<file path="config.mk">
export PLATFORM = sky130hd
export DESIGN_NAME = dff_bank_arbiter
export DESIGN_NICKNAME = d
export VERILOG_FILES = /design/src/rtl/dff_bank_arbiter_pkg.sv /design/src/rtl/dff_bank_arbiter_dff_reg.sv /design/src/rtl/dff_bank_arbiter.sv
export SDC_FILE = /design/constraint.sdc
export NUM_CORES = 1
export LEC_CHECK = 0
export BUFFER_PORTS_ARGS = -buffer_cell sky130_fd_sc_hd__clkbuf_2
export CELL_PAD_IN_SITES_DETAIL_PLACEMENT = 0
export CELL_PAD_IN_SITES_GLOBAL_PLACEMENT = 1
export CORE_MARGIN = 2
export CORE_UTILIZATION = 25
export DETAILED_ROUTE_END_ITERATION = 16
export PLACE_DENSITY_LB_ADDON = 0.15
export SYNTH_ARGS = -nofsm -noshare
export SYNTH_HDL_FRONTEND = slang
export SYNTH_HIERARCHICAL = 1
export SYNTH_SLANG_ARGS = --single-unit
</file>
<file path="constraint.sdc">
create_clock -name clk -period 3.8 [get_ports clk]
set_input_delay 0.38 -clock clk [delete_from_list [all_inputs] [get_ports clk]]
set_output_delay 0.38 -clock clk [all_outputs]
set_load 0.03 [all_outputs]
</file>
<file path="src/rtl/dff_bank_arbiter_pkg.sv">
// Shared types and sizing helpers for the register-bank arbiter.
// FSM encoding plus address/index width derivation (both clamped to at least 1 bit).
package dff_bank_arb_pkg;

    typedef enum logic [1:0] {
        IDLE   = 2'd0,
        ACCESS = 2'd1,
        DONE   = 2'd2
    } state_t;

    localparam int MIN_NUM_REQ = 2;
    localparam int MAX_NUM_REQ = 8;

    function automatic int aw_of(input int depth);
        return (depth > 1) ? $clog2(depth) : 1;
    endfunction

    function automatic int iw_of(input int num_req);
        return (num_req > 1) ? $clog2(num_req) : 1;
    endfunction

endpackage

</file>
<file path="src/rtl/dff_bank_arbiter_dff_reg.sv">
// One bank word: DATA_W-bit register, synchronous active-low reset, load enable.
// Latency: q updates on the clock edge after en is sampled; no backpressure.
// Reset takes priority over a coincident load.
module dff_reg #(
    parameter int DATA_W = 8
) (
    input  logic              clk,
    input  logic              reset_n,
    input  logic              en,
    input  logic [DATA_W-1:0] d,
    output logic [DATA_W-1:0] q
);

    always_ff @(posedge clk) begin
        if (!reset_n) begin
            q <= '0;
        end else if (en) begin
            q <= d;
        end
    end

endmodule

</file>
<file path="src/rtl/dff_bank_arbiter.sv">
// Round-robin arbiter sharing a DEPTH x DATA_W register bank among NUM_REQ requesters.
// Latency: ack 2 cycles after req is sampled in IDLE; one transaction per 3 cycles.
// Backpressure: losers hold req until their ack; DFF_BANK_ARB_LOCK_EN adds per-requester priority lock.
module dff_bank_arbiter
    import dff_bank_arb_pkg::*;
#(
    parameter int NUM_REQ = 4,
    parameter int DATA_W  = 8,
    parameter int DEPTH   = 4
) (
    input  logic                              clk,
    input  logic                              reset_n,
`ifdef DFF_BANK_ARB_LOCK_EN
    input  logic [NUM_REQ-1:0]                lock,
`endif
    input  logic [NUM_REQ-1:0]                req,
    input  logic [NUM_REQ-1:0]                we,
    input  logic [NUM_REQ*aw_of(DEPTH)-1:0]   addr,
    input  logic [NUM_REQ*DATA_W-1:0]         wdata,
    output logic [NUM_REQ-1:0]                gnt,
    output logic [NUM_REQ-1:0]                ack,
    output logic [DATA_W-1:0]                 rdata,
    output logic                              busy,
    output logic [DEPTH*DATA_W-1:0]           bank_q
);

    localparam int AW = aw_of(DEPTH);
    localparam int IW = iw_of(NUM_REQ);
    localparam logic [NUM_REQ-1:0] ONE = {{(NUM_REQ-1){1'b0}}, 1'b1};

    state_t             state;
    logic [IW-1:0]      rr_ptr;
    logic [IW-1:0]      gnt_idx;
    logic [IW-1:0]      next_idx;

    logic               sel_vld;
    logic [IW-1:0]      sel_idx;
    logic [IW-1:0]      cand;

    logic               g_we;
    logic               g_lock;
    logic [AW-1:0]      g_addr;
    logic [DATA_W-1:0]  g_wdata;

    logic [DEPTH-1:0]   word_en;
    logic [DATA_W-1:0]  word_q [DEPTH];
    logic [DATA_W-1:0]  rd_word;

    // Scan downward so the lowest offset from rr_ptr is the last (winning) assignment.
    always_comb begin
        sel_vld = 1'b0;
        sel_idx = '0;
        cand    = '0;
        for (int k = NUM_REQ - 1; k >= 0; k--) begin
            if (int'(rr_ptr) + k >= NUM_REQ) begin
                cand = IW'(int'(rr_ptr) + k - NUM_REQ);
            end else begin
                cand = IW'(int'(rr_ptr) + k);
            end
            if (req[cand]) begin
                sel_vld = 1'b1;
                sel_idx = cand;
            end
        end
    end

    always_comb begin
        g_we    = 1'b0;
        g_lock  = 1'b0;
        g_addr  = '0;
        g_wdata = '0;
        for (int i = 0; i < NUM_REQ; i++) begin
            if (gnt_idx == IW'(i)) begin
                g_we    = we[i];
                g_addr  = addr[i*AW +: AW];
                g_wdata = wdata[i*DATA_W +: DATA_W];
`ifdef DFF_BANK_ARB_LOCK_EN
                g_lock  = lock[i];
`endif
            end
        end
    end

    // Out-of-range addresses match no word: the write enables stay low and the read returns 0.
    always_comb begin
        word_en = '0;
        rd_word = '0;
        for (int w = 0; w < DEPTH; w++) begin
            if (g_addr == AW'(w)) begin
                rd_word    = word_q[w];
                word_en[w] = (state == ACCESS) && g_we;
            end
        end
    end

    always_comb begin
        if (gnt_idx == IW'(NUM_REQ - 1)) begin
            next_idx = '0;
        end else begin
            next_idx = gnt_idx + 1'b1;
        end
    end

    always_ff @(posedge clk) begin
        if (!reset_n) begin
            state   <= IDLE;
            rr_ptr  <= '0;
            gnt_idx <= '0;
            gnt     <= '0;
            ack     <= '0;
            rdata   <= '0;
        end else begin
            case (state)
                IDLE: begin
                    if (sel_vld) begin
                        gnt     <= ONE << sel_idx;
                        gnt_idx <= sel_idx;
                        state   <= ACCESS;
                    end
                end
                ACCESS: begin
                    if (!g_we) begin
                        rdata <= rd_word;
                    end
                    ack   <= gnt;
                    state <= DONE;
                end
                DONE: begin
                    ack    <= '0;
                    gnt    <= '0;
                    rr_ptr <= g_lock ? gnt_idx : next_idx;
                    state  <= IDLE;
                end
                default: begin
                    state <= IDLE;
                end
            endcase
        end
    end

    assign busy = (state != IDLE);

    for (genvar w = 0; w < DEPTH; w++) begin : g_bank
        dff_reg #(
            .DATA_W (DATA_W)
        ) u_word (
            .clk     (clk),
            .reset_n (reset_n),
            .en      (word_en[w]),
            .d       (g_wdata),
            .q       (word_q[w])
        );
        assign bank_q[w*DATA_W +: DATA_W] = word_q[w];
    end

endmodule
</file>
==> flow_summary.yaml <==
clock_network:
  postCtsHoldBufs: 0
  cts_htree_levels: 2
  root_buffer: "clkbuf_16"
  clk_pin_slew_worst_paths_ns: 0.07
  clk_latency_ns: 0.29
  cts_tree: "yes"
  cts_sinks: 54
  clock_path_buffers: 2
  numCtsBuffers: 5
  postCtsSetupBuffers: 0
  post_cts_resized: 0
worst_setup_path:
  crit_arrival_ns: 3.09
  startpoint_type: "flip-flop"
  path_max_fanout: 20
  end_kind: "flip-flop"
  reg2reg_depth: 8
  cp.required_ns: 3.99
  crit_type: "reg -> reg"
detailed_routing:
  viasPerCell: 4.55
  drc: 0
  dr.pass1.iters: 4
  vias: 2539
  drt_iter0_markers: 124
  drt_wl_total_um: 8190
  ant_nets: 0
  wire_per_inst_um: 14.7
power:
  peakVddDrop_uv: 194
  pwr-share-clk_pct: 35.3
  p_sw_mw: 0.470
  p_sw_share_pct: 31.0
  pwr-share-comb_pct: 24.7
  p_int_mw: 1.05
  p_leak_nw: 1.51
  p_per_area_nw_per_um2: 412
  p_seq_share_pct: 40.0
  total_power_mw: 1.52
yosys:
  yosys_warnings: 6
  synth.most_common_cell: "dfxtp_1"
  synth_common_cells: "54 x dfxtp_1, 50 x nor2b_1, 44 x mux2i_1"
  synth_top_area_share_pct: 37.2
  synth_edf_count: 0
  yosys.area.top_type: "dfxtp_1"
  synth_seq_cells: 54
  yosys_most_used_dff: "dfxtp_1"
  ys_top_cells_by_area: "dfxtp_1 37%, mux2i_1 15%, nor2b_1 11%, a21oi_1 4.1%, ha_1 3.4%"
  synth_area_um2: 2900
  ys_seq_area_share_pct: 37.2
  syn_area_per_cell_um2: 9.19
  syn_nets: 374
  netlist_instances: 316
  synthArstFlopShare_pct: 0
  yosysUniqueCellTypes: 36
cells_and_area:
  syn2layout_area_growth_pct: 26.9
  stdcell_area_um2: 3680
  drive_above_1_share_pct: 29.6
  nNetsFinal: 472
  diodes: 0
status:
  status: "finished, final reports clean"
timing:
  tightest_slew_ns: 0.964
  hold_viol: 0
  fin_crit_sh_pct: 76.5
  rsz0062_at_grt: "false"
  drv_slew: 0
  fmax_ghz: 0.344
  period_needed_ns: 2.91
  setup_viol: 0
  slew_headroom_pct: 35.5
  clock_skew_ns: 0.00625
  finalSetupTns_ns: 0
global_route:
  grt_pass1_wl_um: 13200
  grt_pass1_vias: 2612
  antenna_found_initial: 0
  track_usage_pct: 13.3
  overflow: 0
  grt_max_degree: 49
place:
  placedInstanceArea_um2: 3510
  place_hpwl_um: 6170
  io_buffers: 98
  finalWeightedCongestion: 0.738
die:
  rows: 39
  num_io_pins: 99
  dieArea_um2: 12500
  fp.dieH_um: 112
  die_x_um: 112
  core_region_area_um2: 11400
  start_util_pct: 25.5
flow_run:
  max_cap_viol_count: 0
min_path:
  min_path_cells: 1
  hp-class: "reg -> reg"
## power groups by stage
stage	Combinational, mW	Sequential, mW	Clock, mW
finish	0.375	0.607	0.536
CTS	0.383	0.607	0.550
global route	0.417	0.610	0.574
global placement	0.380	0.620	0
detailed placement	0.382	0.620	0
floorplan	0.239	0.653	0
## final cells by class
| cell class | count | area [µm²] |
|---|---|---|
| fill | 1220 | 7680 |
| multi-input combinational | 229 | 1630 |
| sequential | 54 | 1080 |
| timing repair buffer | 106 | 551 |
| tap | 143 | 179 |
| clock buffer | 5 | 125 |
| inverter | 18 | 67.6 |
| clock inverter | 3 | 47.5 |
## layer usage
| metal | up-vias | wire length [µm] | GRT usage, % |
|---|---|---|---|
| met4 | 0 | 125 | 3.37 |
| met5 | - | 0 | 0 |
| met3 | 8 | 394 | 3.10 |
| li1 | 1291 | - | - |
| met1 | 1185 | 3620 | 15.9 |
| met2 | 55 | 4050 | 23.9 |
## placed cells by master, fill, tap and decap left out, types with 2 or more instances in the layout
cell	synthesis	layout
clkbuf_2	0	98
dfxtp_1	54	54
nand2b_1	4	4
clkbuf_16	0	5
o21ai_0	17	17
nor2_1	14	14
mux2i_1	44	44
nand3b_1	4	4
nand2_1	23	23
a21boi_0	2	2
nor3_1	2	2
a32o_1	7	7
a311oi_4	2	2
ha_1	8	8
a22o_1	2	2
a22oi_1	9	9
buf_4	0	8
inv_1	18	18
a21oi_1	24	24
nor2b_1	50	50
nor3b_2	2	2
## metrics by stage
step                      setup WS, ns  hold slack (ns)  cells  utilization (%)
after floorplan                   1.52            0.496    316                -
after global placement            1.02            0.453    550             30.9
after detailed placement         0.879            0.461    550             30.9
after CTS                        0.871            0.479    558             32.4
after global routing             0.560            0.497    558             32.4
final                            0.891            0.471    558             32.4
## sequential cells by signal, summed over array words and instances (netlist names)
name,cells
rdata,8
gnt,4
state,2
g_bank.u_word/q,32
rr_ptr,2
ack,4
gnt_idx,2
## worst paths after layout
kind                            startpoint                    end  slack (ns)
worst max-delay path            gnt_idx[0]  g_bank[1].u_word/q[6]        0.89
worst min-delay path              rdata[5]               rdata[5]        0.47
worst max register to register  gnt_idx[0]  g_bank[1].u_word/q[6]        0.89
worst min register to register    rdata[5]               rdata[5]        0.47
## kinds of logic (layout without fill, tap and decap cells)
family | after synthesis | after routing | share of synthesized area, %
AOI/OAI and AO/OA | 71 | 71 | 17.3
adders and majority gates | 8 | 8 | 3.45
and+or+nand+nor | 106 | 106 | 20.4
DFF | 54 | 54 | 37.2
buffers and inverters | 33 | 132 | 6.51
muxes | 44 | 44 | 15.2
## worst max-delay path, cell delays in order, from the launching register on
cell,delay [ns]
dfxtp_1,0.35
inv_1,0.09
ha_1,0.55
nor2_2,0.18
a221oi_2,0.39
nand3_1,0.15
nor2_1,0.75
mux2i_1,0.27
nor2b_1,0.06
(Power assumes the default switching activity.)
